## src/rtl/hazard_scoreboard_pkg.sv

```systemverilog
`timescale 1ns/1ps
// Shared definitions for the decode hazard scoreboard: default widths,
// FSM state encoding and the bubble instruction encoding.
package hazard_scoreboard_pkg;

  localparam int REG_INDEX_BITS_DEF = 4;
  localparam int PEND_BITS_DEF      = 2;
  localparam int CNT_BITS_DEF       = 32;

  typedef enum logic {
    ST_RUN    = 1'b0,
    ST_SQUASH = 1'b1
  } state_e;

  // Encoding the pipeline uses to mark a decode/EX slot as a bubble.
  localparam logic [31:0] DEAD_INSTR = 32'h0000_4033;

endpackage

```

## src/rtl/hazard_scoreboard_if.sv

```systemverilog
`timescale 1ns/1ps
// Decode/Execute/WriteBack status into the scoreboard and the
// stall/flush/issue controls and debug counters back out.
interface hazard_scoreboard_if #(
  parameter int REG_INDEX_BIT_WIDTH = 4,
  parameter int CNT_BITS            = 32
);
  logic                           dec_valid;
  logic [REG_INDEX_BIT_WIDTH-1:0] dec_src1_addr;
  logic [REG_INDEX_BIT_WIDTH-1:0] dec_src2_addr;
  logic                           dec_use_src1;
  logic                           dec_use_src2;
  logic                           dec_wr_reg;
  logic [REG_INDEX_BIT_WIDTH-1:0] dec_dest_addr;
  logic                           ex_redirect;
  logic                           wb_wr_reg;
  logic [REG_INDEX_BIT_WIDTH-1:0] wb_reg_addr;

  logic                stall;
  logic                flush_dec;
  logic                flush_ex;
  logic                issue;
  logic                busy;
  logic                err_underflow;
  logic [CNT_BITS-1:0] stall_cnt;
  logic [CNT_BITS-1:0] flush_cnt;

  modport master (
    output dec_valid, dec_src1_addr, dec_src2_addr, dec_use_src1, dec_use_src2,
           dec_wr_reg, dec_dest_addr, ex_redirect, wb_wr_reg, wb_reg_addr,
    input  stall, flush_dec, flush_ex, issue, busy, err_underflow,
           stall_cnt, flush_cnt
  );

  modport slave (
    input  dec_valid, dec_src1_addr, dec_src2_addr, dec_use_src1, dec_use_src2,
           dec_wr_reg, dec_dest_addr, ex_redirect, wb_wr_reg, wb_reg_addr,
    output stall, flush_dec, flush_ex, issue, busy, err_underflow,
           stall_cnt, flush_cnt
  );
endinterface

```

## src/rtl/hazard_scoreboard_sat_counter.sv

```systemverilog
`timescale 1ns/1ps
// Saturating up-counter with enable; holds at all-ones once reached.
module sat_counter #(
  parameter int CNT_BITS = 32
) (
  input  logic                clk,
  input  logic                rst_n,
  input  logic                en_i,
  output logic [CNT_BITS-1:0] cnt_o
);
  logic [CNT_BITS-1:0] cnt_q, cnt_d;

  always_comb begin
    cnt_d = cnt_q;
    if (en_i && (cnt_q != '1)) begin
      cnt_d = cnt_q + 1'b1;
    end
  end

  always_ff @(posedge clk or negedge rst_n) begin
    if (!rst_n) begin
      cnt_q <= '0;
    end else begin
      cnt_q <= cnt_d;
    end
  end

  assign cnt_o = cnt_q;
endmodule

```

## src/rtl/hazard_scoreboard.sv

```systemverilog
`timescale 1ns/1ps
// Decode-stage hazard scoreboard: per-register in-flight writer counts,
// RAW/WAW stall, one-cycle squash after an Execute redirect, debug counters.
module hazard_scoreboard
  import hazard_scoreboard_pkg::*;
#(
  parameter int REG_INDEX_BIT_WIDTH = REG_INDEX_BITS_DEF,
  parameter int PEND_BITS           = PEND_BITS_DEF,
  parameter int CNT_BITS            = CNT_BITS_DEF
) (
  input logic                clk,
  input logic                reset,
  hazard_scoreboard_if.slave bus
);
  localparam int NREGS = 2 ** REG_INDEX_BIT_WIDTH;
  localparam logic [PEND_BITS-1:0] PEND_MAX = '1;

  logic [PEND_BITS-1:0] pend [NREGS];
  logic [NREGS-1:0]     pend_nz;
  logic [NREGS-1:0]     underflow;

  state_e state_q, state_d;
  logic   err_q, err_d;
  logic   hazard;
  logic   stall_raw, issue_raw;
  logic   stall, issue;

  // Each register tracks writers between issue and WB commit.
  for (genvar gi = 0; gi < NREGS; gi++) begin : g_pend
    logic [PEND_BITS-1:0] cnt_q, cnt_d;
    logic                 inc, dec, udf;

    assign inc = issue && bus.dec_wr_reg &&
                 (bus.dec_dest_addr == REG_INDEX_BIT_WIDTH'(gi));
    assign dec = bus.wb_wr_reg && (bus.wb_reg_addr == REG_INDEX_BIT_WIDTH'(gi));

    always_comb begin
      cnt_d = cnt_q;
      udf   = 1'b0;
      if (inc && !dec) begin
        cnt_d = cnt_q + 1'b1;
      end else if (dec && !inc) begin
        if (cnt_q == '0) begin
          udf = 1'b1;
        end else begin
          cnt_d = cnt_q - 1'b1;
        end
      end
    end

    always_ff @(posedge clk or negedge reset) begin
      if (!reset) begin
        cnt_q <= '0;
      end else begin
        cnt_q <= cnt_d;
      end
    end

    assign pend[gi]      = cnt_q;
    assign pend_nz[gi]   = |cnt_q;
    assign underflow[gi] = udf;
  end

  // A register retiring this cycle is still pending: the RF write lands at the edge.
  assign hazard = bus.dec_valid &&
                  ((bus.dec_use_src1 && (pend[bus.dec_src1_addr] != '0)) ||
                   (bus.dec_use_src2 && (pend[bus.dec_src2_addr] != '0)) ||
                   (bus.dec_wr_reg   && (pend[bus.dec_dest_addr] == PEND_MAX)));

  always_comb begin
    state_d   = state_q;
    stall_raw = 1'b0;
    issue_raw = 1'b0;
    case (state_q)
      ST_RUN: begin
        stall_raw = hazard && !bus.ex_redirect;
        issue_raw = bus.dec_valid && !hazard && !bus.ex_redirect;
        if (bus.ex_redirect) begin
          state_d = ST_SQUASH;
        end
      end
      ST_SQUASH: begin
        state_d = ST_RUN;
      end
      default: begin
        state_d = ST_RUN;
      end
    endcase
  end

  always_ff @(posedge clk or negedge reset) begin
    if (!reset) begin
      state_q <= ST_RUN;
      err_q   <= 1'b0;
    end else begin
      state_q <= state_d;
      err_q   <= err_d;
    end
  end

  assign err_d = err_q | (|underflow);

  // Controls are forced low while reset is held, whatever decode presents.
  assign stall = reset & stall_raw;
  assign issue = reset & issue_raw;

  assign bus.stall         = stall;
  assign bus.issue         = issue;
  assign bus.flush_dec     = reset & bus.ex_redirect;
  assign bus.flush_ex      = reset & bus.ex_redirect;
  assign bus.busy          = |pend_nz;
  assign bus.err_underflow = err_q;

  sat_counter #(.CNT_BITS(CNT_BITS)) u_stall_cnt (
    .clk   (clk),
    .rst_n (reset),
    .en_i  (stall),
    .cnt_o (bus.stall_cnt)
  );

  sat_counter #(.CNT_BITS(CNT_BITS)) u_flush_cnt (
    .clk   (clk),
    .rst_n (reset),
    .en_i  (bus.flush_ex),
    .cnt_o (bus.flush_cnt)
  );
endmodule

```

## src/flat_wrapper.sv

```systemverilog
// flat-port wrapper written by rule: the top's interface ports become plain ports
module hazard_scoreboard_flat import hazard_scoreboard_pkg::*;
#(
  parameter int REG_INDEX_BIT_WIDTH = REG_INDEX_BITS_DEF,
  parameter int PEND_BITS           = PEND_BITS_DEF,
  parameter int CNT_BITS            = CNT_BITS_DEF
)
  (clk, reset, bus_dec_valid, bus_dec_src1_addr, bus_dec_src2_addr, bus_dec_use_src1, bus_dec_use_src2, bus_dec_wr_reg, bus_dec_dest_addr, bus_ex_redirect, bus_wb_wr_reg, bus_wb_reg_addr, bus_stall, bus_flush_dec, bus_flush_ex, bus_issue, bus_busy, bus_err_underflow, bus_stall_cnt, bus_flush_cnt);
  hazard_scoreboard_if #(.REG_INDEX_BIT_WIDTH(REG_INDEX_BIT_WIDTH), .CNT_BITS(CNT_BITS)) bus_i ();
  input logic clk;
  input logic reset;
  input wire logic [$bits(bus_i.dec_valid)-1:0] bus_dec_valid;
  input wire logic [$bits(bus_i.dec_src1_addr)-1:0] bus_dec_src1_addr;
  input wire logic [$bits(bus_i.dec_src2_addr)-1:0] bus_dec_src2_addr;
  input wire logic [$bits(bus_i.dec_use_src1)-1:0] bus_dec_use_src1;
  input wire logic [$bits(bus_i.dec_use_src2)-1:0] bus_dec_use_src2;
  input wire logic [$bits(bus_i.dec_wr_reg)-1:0] bus_dec_wr_reg;
  input wire logic [$bits(bus_i.dec_dest_addr)-1:0] bus_dec_dest_addr;
  input wire logic [$bits(bus_i.ex_redirect)-1:0] bus_ex_redirect;
  input wire logic [$bits(bus_i.wb_wr_reg)-1:0] bus_wb_wr_reg;
  input wire logic [$bits(bus_i.wb_reg_addr)-1:0] bus_wb_reg_addr;
  output wire logic [$bits(bus_i.stall)-1:0] bus_stall;
  output wire logic [$bits(bus_i.flush_dec)-1:0] bus_flush_dec;
  output wire logic [$bits(bus_i.flush_ex)-1:0] bus_flush_ex;
  output wire logic [$bits(bus_i.issue)-1:0] bus_issue;
  output wire logic [$bits(bus_i.busy)-1:0] bus_busy;
  output wire logic [$bits(bus_i.err_underflow)-1:0] bus_err_underflow;
  output wire logic [$bits(bus_i.stall_cnt)-1:0] bus_stall_cnt;
  output wire logic [$bits(bus_i.flush_cnt)-1:0] bus_flush_cnt;
  assign bus_i.dec_valid = bus_dec_valid;
  assign bus_i.dec_src1_addr = bus_dec_src1_addr;
  assign bus_i.dec_src2_addr = bus_dec_src2_addr;
  assign bus_i.dec_use_src1 = bus_dec_use_src1;
  assign bus_i.dec_use_src2 = bus_dec_use_src2;
  assign bus_i.dec_wr_reg = bus_dec_wr_reg;
  assign bus_i.dec_dest_addr = bus_dec_dest_addr;
  assign bus_i.ex_redirect = bus_ex_redirect;
  assign bus_i.wb_wr_reg = bus_wb_wr_reg;
  assign bus_i.wb_reg_addr = bus_wb_reg_addr;
  assign bus_stall = bus_i.stall;
  assign bus_flush_dec = bus_i.flush_dec;
  assign bus_flush_ex = bus_i.flush_ex;
  assign bus_issue = bus_i.issue;
  assign bus_busy = bus_i.busy;
  assign bus_err_underflow = bus_i.err_underflow;
  assign bus_stall_cnt = bus_i.stall_cnt;
  assign bus_flush_cnt = bus_i.flush_cnt;
  hazard_scoreboard #(.REG_INDEX_BIT_WIDTH(REG_INDEX_BIT_WIDTH), .PEND_BITS(PEND_BITS), .CNT_BITS(CNT_BITS)) u_core (.clk(clk), .reset(reset), .bus(bus_i));
endmodule
```

## config.mk

```make
export PLATFORM = sky130hd
export DESIGN_NAME = hazard_scoreboard_flat
export DESIGN_NICKNAME = d
export VERILOG_FILES = /design/src/rtl/hazard_scoreboard_pkg.sv /design/src/rtl/hazard_scoreboard_if.sv /design/src/rtl/hazard_scoreboard_sat_counter.sv /design/src/rtl/hazard_scoreboard.sv /design/src/flat_wrapper.sv
export SDC_FILE = /design/constraint.sdc
export NUM_CORES = 1
export LEC_CHECK = 0
export BUFFER_PORTS_ARGS = -buffer_cell sky130_fd_sc_hd__buf_2
export CAP_MARGIN = 0
export CELL_PAD_IN_SITES_DETAIL_PLACEMENT = 0
export CELL_PAD_IN_SITES_GLOBAL_PLACEMENT = 1
export CORE_MARGIN = 2
export CORE_UTILIZATION = 30
export DETAILED_ROUTE_END_ITERATION = 16
export PLACE_DENSITY_LB_ADDON = 0.3
export SYNTH_ARGS = -nofsm -noshare
export SYNTH_HDL_FRONTEND = slang
export SYNTH_SLANG_ARGS = --single-unit
```

## constraint.sdc

```tcl
create_clock -name clk -period 8.8 [get_ports clk]
set_input_delay 0.44 -clock clk [delete_from_list [all_inputs] [get_ports clk]]
set_output_delay 0.44 -clock clk [all_outputs]
set_load 0.1 [all_outputs]
```

# --- After elaboration in Yosys (flattened, before gate mapping) ---
# Index checks and enable logic that the tools add are counted.
word_totals:
  regBits: 98
  out_inout_bits: 70
classes:
  bitwise: 8
  magnitude_cmp: 3
  addsub: 34
  n_eq_ne: 49
  reduce_logical: 164
  n_mux: 109
ops:
  columns: ["operator", "n"]
  rows:
  - ["$mux W2", 54]
  - ["$logic_and A1 B1 Y1", 74]
  - ["$add A32 B1 Y32 const B", 2]
  - ["$eq A4 B4 Y1 const B", 16]
  - ["$ne A32 B32 Y1 const B", 2]
  - ["$mux W1", 51]
  - ["$reduce_bool A2 Y1", 18]
  - ["$logic_not A1 Y1", 34]
  - ["$add A2 B1 Y2 const B", 16]
  - ["$eq A4 B3 Y1 const B", 8]
  - ["$logic_not A2 Y1", 16]
  - ["$ne A2 B1 Y1 const B", 16]
  - ["$reduce_and A2 Y1", 16]
  - ["$reduce_or A32 Y1", 1]
  - ["$sub A2 B1 Y2 const B", 16]
  - ["$bmux W2 S4", 3]
  - ["$eq A4 B2 Y1 const B", 4]
  - ["$reduce_or A16 Y1", 1]
  - ["$ge A5 B5 Y1 const B", 3]
  - ["$not A4 Y5", 3]
  - ["$eq A4 B1 Y1 const B", 2]
  - ["$logic_not A4 Y1", 2]
  - ["$and A1 B1 Y1", 3]
  - ["$eq A2 B2 Y1 const B", 1]
  - ["4 further kinds", 5]

# --- Depth between registers and ports, before layout ---
# Gate-level depths: netlist of the first run.
depth:
  depth_word: 22
  depth_mapped: 16
  ltp_nobuf: 12

# --- Cells and area by module ---
# A second synthesis of the first run with hierarchy kept.
unflattened:
  cells_unflattened: 758
  hier_area_um2: 6856.6
by_module_without_submodules:
  columns: ["mod", "n_inst", "cells_each", "seq_area_each_um2", "area_per_inst_um2"]
  rows:
  - ["hazard_scoreboard", 1, 454, 850.8, 3614.7]
  - ["sat_counter (u_core.u_flush_cnt)", 1, 151, 800.8, 1624.1]
  - ["sat_counter (u_core.u_stall_cnt)", 1, 153, 800.8, 1617.8]

# --- Worst setup path before layout of the first run ---
# No wires, ideal clock.
synth_timing:
  path_type: "input to output"
  startpoint: "in bus_dec_src2_addr[1]"
  endpoint: "out bus_stall"
  path_stages: 9
  slack_ps: 5011
  arrival_time_ps: 3349
  path_cell_list: "clkbuf_1 mux4_2 o2111ai_1 nand4_1 and3_1 buf_2 buf_4 buf_2 nor2_1"
synth_between:
  elab_chain_len: 12
synth_lines:
  columns: ["item", "line_no", "text"]
  rows:
  - ["from (decl)", "flat_wrapper.sv:14", "input wire logic [$bits(bus_i.dec_src2_addr)-1:0] bus_dec_src2_addr;"]
  - ["$not A4 Y5 (implied by the code)", "hazard_scoreboard.sv:67", "(bus.dec_use_src2 && (pend[bus.dec_src2_addr] != '0)) ||"]
  - ["$bmux W2 S4", "hazard_scoreboard.sv:67", null]
  - ["$mux W2 (implied by the code) (2 in series)", "hazard_scoreboard.sv:67", null]
  - ["$reduce_bool A2 Y1", "hazard_scoreboard.sv:67", null]
  - ["$logic_and A1 B1 Y1", "hazard_scoreboard.sv:67", null]
  - ["$logic_or A1 B1 Y1", "hazard_scoreboard.sv:66", "((bus.dec_use_src1 && (pend[bus.dec_src1_addr] != '0)) ||"]
  - ["$logic_or A1 B1 Y1", "hazard_scoreboard.sv:67", null]
  - ["$logic_and A1 B1 Y1", "hazard_scoreboard.sv:65", "assign hazard = bus.dec_valid &&"]
  - ["$logic_and A1 B1 Y1", "hazard_scoreboard.sv:76", "stall_raw = hazard && !bus.ex_redirect;"]
  - ["$mux W1", "hazard_scoreboard.sv:74", "case (state_q)"]
  - ["$and A1 B1 Y1", "hazard_scoreboard.sv:104", "assign stall = reset & stall_raw;"]
  - ["to (decl)", "flat_wrapper.sv:22", "output wire logic [$bits(bus_i.stall)-1:0] bus_stall;"]
# No other way between the ends. The select of a mux whose other input is x is not followed.

# --- Worst setup path in the final report of the first run ---
layout_timing:
  startpoint: "reg u_core.g_pend[8].cnt_q[0]"
  endpoint: "reg u_core.err_q, in the netlist u_core.bus.err_underflow"
layout_between:
  elab_chain_len: 21
layout_lines:
  columns: ["item", "line_no", "text"]
  rows:
  - ["from (decl)", "hazard_scoreboard.sv:30", "logic [PEND_BITS-1:0] cnt_q, cnt_d;"]
  - ["from (signal assigned)", "hazard_scoreboard.sv:55", "cnt_q <= cnt_d;"]
  - ["$bmux W2 S4 (on tied branches)", "hazard_scoreboard.sv:66, hazard_scoreboard.sv:67", null]
  - ["$mux W2 (on tied branches) (2 in series)", "hazard_scoreboard.sv:66, hazard_scoreboard.sv:67", null]
  - ["$reduce_bool A2 Y1 (on tied branches)", "hazard_scoreboard.sv:66, hazard_scoreboard.sv:67", null]
  - ["$logic_and A1 B1 Y1 (on tied branches)", "hazard_scoreboard.sv:66, hazard_scoreboard.sv:67", null]
  - ["$logic_or A1 B1 Y1", "hazard_scoreboard.sv:66", null]
  - ["$logic_or A1 B1 Y1", "hazard_scoreboard.sv:67", null]
  - ["$logic_and A1 B1 Y1", "hazard_scoreboard.sv:65", null]
  - ["$logic_not A1 Y1", "hazard_scoreboard.sv:77", "issue_raw = bus.dec_valid && !hazard && !bus.ex_redirect;"]
  - ["(+4 left out)", null, null]
  - ["$logic_and A1 B1 Y1 (2 in series)", "hazard_scoreboard.sv:33", "assign inc = issue && bus.dec_wr_reg &&"]
  - ["$logic_not A1 Y1", "hazard_scoreboard.sv:42", "end else if (dec && !inc) begin"]
  - ["$logic_and A1 B1 Y1", "hazard_scoreboard.sv:42", null]
  - ["$mux W1", "hazard_scoreboard.sv:42", null]
  - ["$mux W1", "hazard_scoreboard.sv:40", "if (inc && !dec) begin"]
  - ["$reduce_or A16 Y1 (*)", "hazard_scoreboard.sv:101", "assign err_d = err_q | (|underflow);"]
  - ["$or A1 B1 Y1 (*)", "hazard_scoreboard.sv:101", null]
  - ["named net u_core.err_d", "hazard_scoreboard.sv:23", "logic err_q, err_d;"]
  - ["to (signal assigned)", "hazard_scoreboard.sv:97", "err_q <= err_d;"]
  - ["to (decl)", "hazard_scoreboard.sv:23", null]
# The timed path passes the listed nets; every way through them passes the cells marked *. The select of a mux whose other input is x is not followed.
# A chain may end at the register's enable or synchronous reset.

==> results.py, run 1 <==
metrics = {
    "routing": {
        "drtIter0Drc": 302,
        "wirelength_mm": 17.67,
        "wl_per_cell_um": 16.16,
        "dr.pass1.iters": 5,
        "drc_errors": 0,
        "dr_total_vias": 5517,
        "via_per_inst": 5.043,
        "antenna_left": 0,
    },
    "power": {
        "pwr_density_cell_mw_per_mm2": 164.1,
        "p_leak_nw": 3.723,
        "swShare_pct": 37.83,
        "p_comb_share_pct": 23.3,
        "peakVddDrop_uv": 90.03,
        "seq_power_share_pct": 41.7,
        "p_int_mw": 0.7605,
        "clockPowerShare_pct": 35.0,
        "p_sw_mw": 0.4627,
    },
    "grt": {
        "grt_util_all_layers_pct": 16.22,
        "grt_pass1_vias": 5181,
        "grt_pass1_wl_mm": 28.57,
        "antenna_found_initial": 0,
        "overflow": 0,
        "grt_max_degree": 59,
    },
    "floorplan": {
        "dieArea_sq_mm": 0.02253,
        "fp.dieH_um": 150.1,
        "initial_core_util_pct": 30.55,
        "rows": 53,
        "die_w_um": 150.1,
        "io_pins": 94,
        "core_area_sq_mm": 0.02096,
    },
    "sta": {
        "drv_slew": 0,
        "hold_viol_final": 0,
        "setup_ws_ns": 4.986,
        "slew_headroom_pct": 32.94,
        "period_needed_ns": 3.814,
        "fin_crit_sh_pct": 43.34,
        "holdWs_ns": 0.1267,
        "rsz0062_at_grt": "false",
        "setup_tns_ns": 0,
        "setup_violations": 0,
        "worst_pin_slew_ns": 1.002,
        "finClkSkew_ns": 0.01222,
        "fmaxAchievable_ghz": 0.2622,
    },
    "yosys": {
        "syn_avg_cell_area_sq_um": 8.758,
        "synth_cell_types": 53,
        "syn-num-nets": 789,
        "ys_ff_latch": 98,
        "synthSimpleGateAreaFrac_pct": 30.78,
        "synth_adder_area_share_pct": 6.645,
        "seq_area_frac_synth_pct": 38.30,
        "ys.warnings.count": 0,
        "synth_ff_type": "dfrtp_1",
        "synth.cell_area_sq_mm": 0.006402,
        "synth_compound_area_share_pct": 7.250,
        "synthXorXnorAreaFrac_pct": 8.482,
        "synth_edf_count": 0,
        "syn_inst": 731,
        "synth.area.mux_share_pct": 4.827,
        "synth_top_family_by_area": "simple AND/OR/NAND/NOR gates",
        "async_reset_ff_share_pct": 100.0,
    },
    "final_layout": {
        "multi_input_area_sq_mm": 0.003719,
        "fill_cells": 2251,
        "fin_cells": 1094,
        "syn2layout_area_growth_pct": 16.40,
        "layout_commonest_cell": "nand2_1",
        "regArea_sq_mm": 0.002452,
        "nets": 872,
        "diodes": 0,
        "drive_gt1_share_pct": 16.36,
        "layout_common_cells": "nand2_1, dfrtp_1, buf_2",
        "fin_util_pct": 35.56,
    },
    "cts": {
        "cts_sinks": 98,
        "clkLatencyLatePin_ns": 0.36,
        "cts.reportedPaths.clkPinSlew_ns": 0.08,
        "cts_tree": "yes",
        "ctsHoldBuffers": 0,
        "htreeDepth": 3,
        "cts_setup_buffers": 0,
        "cts_root_buf": "clkbuf_16",
        "clock_path_buffers": 2,
        "cts_resized": 0,
        "cts_buffers": 9,
    },
    "critical_path": {
        "startpoint_type": "register",
        "reg2reg_depth": 13,
        "cp.required_ns": 9.04,
        "end_kind": "register",
        "cp.arrival_ns": 4.05,
        "path_class": "register to register",
        "crit_fanout": 41,
    },
    "run": {
        "drv_cap": 0,
    },
    "hold_path": {
        "min_path_type": "input port to asynchronous set/reset pin",
    },
    "placement": {
        "dp_slack_ns": 4.809,
        "gp_congestion": 0.8947,
        "hpwl_mm": 13.26,
        "portBuffers": 93,
        "place_inst": 1078,
    },
    "status": {
        "status": "complete, no violations",
    },
}
[registers in the layout, indices dropped and copies added (netlist names)]
signal                    cells
u_core.bus.err_underflow      1
u_core.state_q                1
u_core.g_pend.cnt_q          32
u_core.u_stall_cnt.cnt_o     32
u_core.u_flush_cnt.cnt_o     32
[routing by layer]
layer  track usage [%]  routed length [um]  vias up  part of all wire (%)
met5                 0                   0        -                     0
met4             5.330                 309        0                   1.7
met3             2.774                 642       22                   3.6
met2             24.98                7985      129                    45
met1             23.04                8736     2645                    49
li1                  -                   -     2721                     -
[power by group through the flow]
stage	Clock (mW)	Combinational, mW	Sequential [mW]
6_report	0.428	0.285	0.510
5_1_grt	0.465	0.305	0.515
4_1_cts	0.445	0.288	0.510
3_5_place_dp	0	0.287	0.519
3_3_place_gp	0	0.288	0.518
2_1_floorplan	0	0.0870	0.647
[logic make-up after synthesis]
family / after synthesis
and+or+nand+nor: 382
adders and majority gates: 34
DFF: 98
muxes: 18
xor gates and xnor gates: 62
AOI/OAI and AO/OA: 79
buffers and inverters: 58
[metrics by stage]
step | total power, mW | area (sq um)
finish | 1.223 | 7452
global route | 1.285 | 7452
CTS | 1.243 | 7452
detailed placement | 0.8062 | 7133
global placement | 0.8058 | 7133
floorplan | 0.7341 | 6402
[synth_stat cells, types with 15 or more instances]
library cell | instances | area share, %
nand2_1 | 102 | 6.0
nor3_1 | 34 | 2.7
o21ai_0 | 48 | 3.8
dfrtp_1 | 98 | 38
nand4_1 | 26 | 2.5
nor2_1 | 73 | 4.3
nand3_1 | 39 | 3.0
ha_1 | 34 | 6.6
nor2b_1 | 35 | 3.4
xor2_1 | 36 | 4.9
xnor2_1 | 26 | 3.6
inv_1 | 34 | 2.0
nor3b_1 | 15 | 1.8
[path summary, 6_finish.rpt]
kind | start | to | slack, ns
worst max-delay path | u_core.g_pend[8].cnt_q[0] | u_core.bus.err_underflow | 4.99
worst min-delay path | reset | u_core.g_pend[3].cnt_q[0] | 0.13
worst max register to register | u_core.g_pend[8].cnt_q[0] | u_core.bus.err_underflow | 4.99
worst min register to register | u_core.u_stall_cnt.cnt_o[17] | u_core.u_stall_cnt.cnt_o[17] | 0.48
max in group asynchronous | reset | u_core.g_pend[10].cnt_q[0] | 7.53
min in group clk | bus_ex_redirect | u_core.state_q | 0.37
[worst max-delay path, stage by stage, from the launching register on]
cell	delay [ns]
dfrtp_1	0.45
nor2_1	0.34
a21oi_1	0.12
mux4_2	0.47
o2111ai_1	0.18
and3_1	0.18
buf_4	0.37
and3_1	0.30
nand3_1	0.15
ha_1	0.24
nor4b_1	0.15
a31oi_1	0.25
nand4_1	0.12
or4_1	0.40
[final cells by class]
type / count / share of cell area [%]
multi-input cells: 575 / 49.90
flip-flops and latches: 98 / 32.91
repair buffers: 96 / 6.582
well taps: 275 / 4.617
clock buffers: 9 / 3.022
inverters: 34 / 1.713
clock inverters: 7 / 1.259
(Power assumes the default switching activity.)
==> inputs of run 2 (changes only) <==
==> constraint.sdc (replaced) <==
create_clock -name clk -period 3.7 [get_ports clk]
set_input_delay 0.185 -clock clk [delete_from_list [all_inputs] [get_ports clk]]
set_output_delay 0.185 -clock clk [all_outputs]
set_load 0.1 [all_outputs]
==> results.py, run 2 (synthesis results as in run 1) <==
metrics = {
    "power": {
        "p_leak_nw": 3.776,
        "peakVddDrop_uv": 182.1,
        "pwr_density_cell_mw_per_mm2": 380.0,
        "total_power_mw": 2.872,
    },
    "routing": {
        "via_per_inst": 5.024,
        "wirelength_mm": 17.95,
        "drtIter0Drc": 320,
        "wl_per_cell_um": 16.23,
        "drc_errors": 0,
        "dr.pass1.iters": 4,
        "dr_total_vias": 5556,
        "antenna_left": 0,
    },
    "sta": {
        "setup_tns_ns": 0,
        "setup_ws_ns": 0.2083,
        "slew_headroom_pct": 48.93,
        "fmaxAchievable_ghz": 0.2864,
        "worst_pin_slew_ns": 0.7644,
        "hold_viol_final": 0,
        "setup_violations": 0,
        "holdWs_ns": 0.1263,
        "finClkSkew_ns": 0.01795,
        "drv_slew": 0,
        "period_needed_ns": 3.492,
        "fin_crit_sh_pct": 94.37,
        "rsz0062_at_grt": "false",
    },
    "grt": {
        "grt_max_degree": 101,
        "overflow": 0,
        "antenna_found_initial": 0,
        "grt_pass1_vias": 5238,
        "grt_pass1_wl_mm": 28.86,
        "grt_util_all_layers_pct": 16.36,
    },
    "critical_path": {
        "startpoint_type": "register",
        "rrSetupSlack_ns": 0.21,
        "path_cells": "nor2_1 -> a21oi_1 -> mux4_2 -> o2111ai_1 -> and3_2 -> and3_2 -> nand2_1 -> ha_1 -> nor4b_1 -> a31oi_1 -> nand4_1 -> or4_1",
        "reg2reg_depth": 12,
        "cp.required_ns": 3.93,
        "rr_startpoint": "u_core.g_pend[9].cnt_q[0]",
        "r2r-end": "u_core.bus.err_underflow",
        "crit_fanout": 9,
        "cp_slowest_cell": "or4_1",
        "path_common_cell": "and3_2",
        "cp.buffers_inverters": 0,
        "slowest_delay_ns": 0.49,
        "cp.arrival_ns": 3.72,
        "cp.depth": 12,
        "end_kind": "register",
        "path_class": "register to register",
        "critPathTopFamily": "simple AND/OR/NAND/NOR gates",
    },
    "floorplan": {
        "die_w_um": 150.1,
        "fp.dieH_um": 150.1,
        "core_area_sq_mm": 0.02096,
        "dieArea_sq_mm": 0.02253,
        "io_pins": 94,
        "rows": 53,
        "initial_core_util_pct": 30.55,
    },
    "cts": {
        "clock_path_buffers": 2,
        "clkLatencyLatePin_ns": 0.36,
        "cts_sinks": 98,
        "cts_root_buf": "clkbuf_16",
        "cts_tree": "yes",
        "cts_buffers": 9,
        "cts.reportedPaths.clkPinSlew_ns": 0.08,
        "htreeDepth": 3,
    },
    "hold_path": {
        "hold_path_depth": 2,
        "hold_path_end": "u_core.state_q",
        "min_from": "bus_ex_redirect",
        "min_path_type": "input port to register",
    },
    "final_layout": {
        "nets": 884,
        "diodes": 0,
        "layout_common_cells": "nand2_1, dfrtp_1, buf_2",
        "fin_area_sq_mm": 0.007557,
        "fill_cells": 2225,
        "drive_gt1_share_pct": 17.93,
        "fin_util_pct": 36.06,
        "layout_commonest_cell": "nand2_1",
        "syn2layout_area_growth_pct": 18.04,
        "fin_cells": 1106,
    },
    "placement": {
        "portBuffers": 93,
        "dp_slack_ns": 0.1276,
        "hpwl_mm": 13.33,
        "place_inst": 1089,
        "place_area_sq_mm": 0.007243,
        "gp_congestion": 0.9387,
    },
    "run": {
        "drv_cap": 0,
    },
    "status": {
        "status": "complete, no violations",
    },
}
run 2: changes by cell type in the layout (fill, tap and decap cells not counted), sizes merged:
cell | previous run | this run
buf | 96 | 107
bufinv | 1 | 0
clkbuf | 9 | 10
dlygate4sd3 | 0 | 1
run 2: layout make-up:
class	count	area, sq um	share of cell area, %
clock buffer	10	239.0	3.162
timing repair buffer	108	610.6	8.079
tap	275	344.1	4.553
inverter	34	127.6	1.689
multi-input combinational	575	3726	49.30
sequential	98	2454	32.47
clock inverter	6	56.30	0.7450
run 2: metal layers:
layer  share of wire, %  up-vias  track usage, %  wire, um
met2                 46      138           25.87      8226
met3                4.6       25           2.957       825
li1                   -     2753               -         -
met1                 48     2640           22.61      8603
met4                1.7        0           5.330       298
met5                  0        -               0         0
run 2: report_power, final:
group | switching [mW] | internal (mW)
Clock | 0.471 | 0.492
Sequential | 0.0858 | 1.13
Combinational | 0.550 | 0.146
Total | 1.11 | 1.77
run 2: what timing repair did:
| action | CTS | global route |
|---|---|---|
| setup endpoints to repair | 0 | 1 |
| setup buffers | 0 | 0 |
| resized for setup | 0 | 4 |
| hold buffers | 1 | 0 |
| hold endpoints to repair | 7 | 0 |
run 2: worst max-delay path by stage:
stage                         startpoint                  endpoint  slack (ns)
3_3_place_gp        bus_dec_dest_addr[0]  u_core.bus.err_underflow         0.1
3_5_place_dp   u_core.g_pend[9].cnt_q[0]  u_core.bus.err_underflow        0.13
4_1_cts        u_core.g_pend[9].cnt_q[0]  u_core.bus.err_underflow         0.1
5_1_grt        u_core.g_pend[9].cnt_q[0]  u_core.bus.err_underflow        0.01
2_1_floorplan       bus_dec_src2_addr[1]                 bus_stall        0.42
6_report       u_core.g_pend[9].cnt_q[0]  u_core.bus.err_underflow        0.21
==> inputs of run 3 (changes only) <==
--- a/config.mk
+++ b/config.mk
@@ -10,7 +10,7 @@
 export CELL_PAD_IN_SITES_DETAIL_PLACEMENT = 0
 export CELL_PAD_IN_SITES_GLOBAL_PLACEMENT = 1
 export CORE_MARGIN = 2
-export CORE_UTILIZATION = 30
+export CORE_UTILIZATION = 44
 export DETAILED_ROUTE_END_ITERATION = 16
 export PLACE_DENSITY_LB_ADDON = 0.3
 export SYNTH_ARGS = -nofsm -noshare
==> results.py, run 3 (synthesis results as in run 1) <==
metrics = {
    "critical_path": {
        "slowest_delay_ns": 0.48,
        "critPathTopFamily": "simple AND/OR/NAND/NOR gates",
        "startpoint_type": "register",
        "cp.arrival_ns": 3.69,
        "cp_slowest_cell": "mux4_2",
        "crit_fanout": 9,
        "path_class": "register to register",
        "crit_start": "u_core.g_pend[8].cnt_q[0]",
        "cp.required_ns": 3.93,
        "rr_startpoint": "u_core.g_pend[8].cnt_q[0]",
        "cp.buffers_inverters": 0,
        "path_cells": "nor2_1 -> a21oi_1 -> mux4_2 -> o2111ai_1 -> and3_2 -> and3_1 -> nand2_1 -> ha_1 -> nor4b_1 -> a31oi_1 -> nand4_1 -> or4_1",
        "end_kind": "register",
    },
    "floorplan": {
        "fp.dieH_um": 124.6,
        "initial_core_util_pct": 44.56,
        "io_pins": 94,
        "core_area_sq_mm": 0.01437,
        "dieArea_sq_mm": 0.01553,
        "rows": 44,
        "die_w_um": 124.6,
    },
    "routing": {
        "drtIter0Drc": 415,
        "top_layer": "met4",
        "antenna_left": 0,
        "wl_met1_mm": 8.117,
        "wl_met2_mm": 8.275,
        "wl_per_cell_um": 17.40,
        "via_per_inst": 5.645,
        "drc_errors": 0,
        "dr.pass1.iters": 5,
        "dr_total_vias": 5701,
        "met3WireLength_um": 808,
        "wirelength_mm": 17.58,
    },
    "run": {
        "drv_cap": 0,
    },
    "final_layout": {
        "fill_cells": 1386,
        "layout_common_cells": "nand2_1, dfrtp_1, buf_2",
        "layout_commonest_cell": "nand2_1",
        "diodes": 0,
        "fin_util_pct": 51.62,
        "syn2layout_area_growth_pct": 15.85,
        "drive_gt1_share_pct": 17.55,
        "fin_cells": 1010,
        "nets": 879,
    },
    "sta": {
        "worst_pin_slew_ns": 0.7734,
        "fmaxAchievable_ghz": 0.2888,
        "setup_violations": 0,
        "holdWs_ns": 0.1350,
        "rsz0062_at_grt": "false",
        "slew_headroom_pct": 48.44,
        "setup_tns_ns": 0,
        "finClkSkew_ns": 0.01443,
        "period_needed_ns": 3.463,
        "drv_slew": 0,
        "fin_crit_sh_pct": 93.59,
        "hold_viol_final": 0,
    },
    "power": {
        "swShare_pct": 36.79,
        "peakVddDrop_uv": 222.0,
        "p_int_mw": 1.872,
        "p_leak_nw": 3.770,
        "clockPowerShare_pct": 35.6,
        "p_sw_mw": 1.090,
        "pwr_density_cell_mw_per_mm2": 399.3,
        "total_power_mw": 2.962,
        "seq_power_share_pct": 41.0,
        "p_comb_share_pct": 23.4,
    },
    "cts": {
        "clock_path_buffers": 2,
        "cts_sinks": 98,
        "cts.reportedPaths.clkPinSlew_ns": 0.08,
        "cts_root_buf": "clkbuf_16",
        "htreeDepth": 3,
        "cts_buffers": 9,
        "cts_setup_buffers": 0,
        "cts_tree": "yes",
        "clkLatencyLatePin_ns": 0.36,
    },
    "grt": {
        "antenna_found_initial": 0,
        "grt_util_all_layers_pct": 23.32,
        "overflow": 0,
        "grt_max_degree": 59,
        "grt_pass1_wl_mm": 29.19,
        "grt_pass1_vias": 5581,
    },
    "hold_path": {
        "min_path_type": "input port to register",
        "min_from": "bus_ex_redirect",
    },
    "status": {
        "status": "complete, no violations",
    },
    "placement": {
        "gp_congestion": 0.9806,
        "portBuffers": 93,
        "place_inst": 993,
        "hpwl_mm": 13.42,
    },
}
run 3: routing by layer:
metal,global-route usage (%),up-vias
li1,-,2725
met1,31.74,2790
met2,38.44,160
met3,3.093,26
met4,7.997,0
met5,0,-
run 3: area by class of cell:
type                            instances  area (sq um)  share of cell area, %
Timing Repair Buffer                  103         545.5                  7.355
Sequential cell                        98          2452                  33.06
Clock buffer                            9         225.2                  3.036
Clock inverter                          7         101.3                  1.366
Inverter                               34         127.6                  1.721
Multi-Input combinational cell        575          3735                  50.35
Tap cell                              184         230.2                  3.104
run 3: through the flow:
| stage | worst slack (ns) | instance area, sq um |
|---|---|---|
| after global routing | 0.04605 | 7417 |
| after detailed placement | 0.2017 | 7064 |
| after global placement | 0.1795 | 7064 |
| after floorplan | 0.4209 | 6402 |
| final | 0.2373 | 7417 |
| after CTS | 0.1731 | 7401 |
run 3: power groups by stage:
| stage | logic [mW] | clock network [mW] | registers, mW |
|---|---|---|---|
| 5_1_grt | 0.733 | 1.11 | 1.22 |
| 4_1_cts | 0.697 | 1.07 | 1.21 |
| 2_1_floorplan | 0.207 | 0 | 1.54 |
| 6_report | 0.694 | 1.06 | 1.21 |
| 3_5_place_dp | 0.696 | 0 | 1.23 |
| 3_3_place_gp | 0.687 | 0 | 1.23 |
run 3: path summary, 6_finish.rpt:
kind	cells after the start	slack [ns]	endpoint
worst min register to register	1	0.47	u_core.state_q
max in group asynchronous	4	2.06	u_core.u_flush_cnt.cnt_o[0]
worst max register to register	12	0.24	u_core.bus.err_underflow
min in group asynchronous	3	0.48	u_core.g_pend[14].cnt_q[0]
worst min-delay path	2	0.13	u_core.state_q
worst max-delay path	12	0.24	u_core.bus.err_underflow
run 3: repair_timing:
| action | 4_1_cts | 5_1_grt |
|---|---|---|
| setup endpoints to repair | 0 | 1 |
| gates resized for setup | 0 | 5 |
| endpoints found under the hold margin | 40 | 0 |
| hold buffers | 1 | 0 |
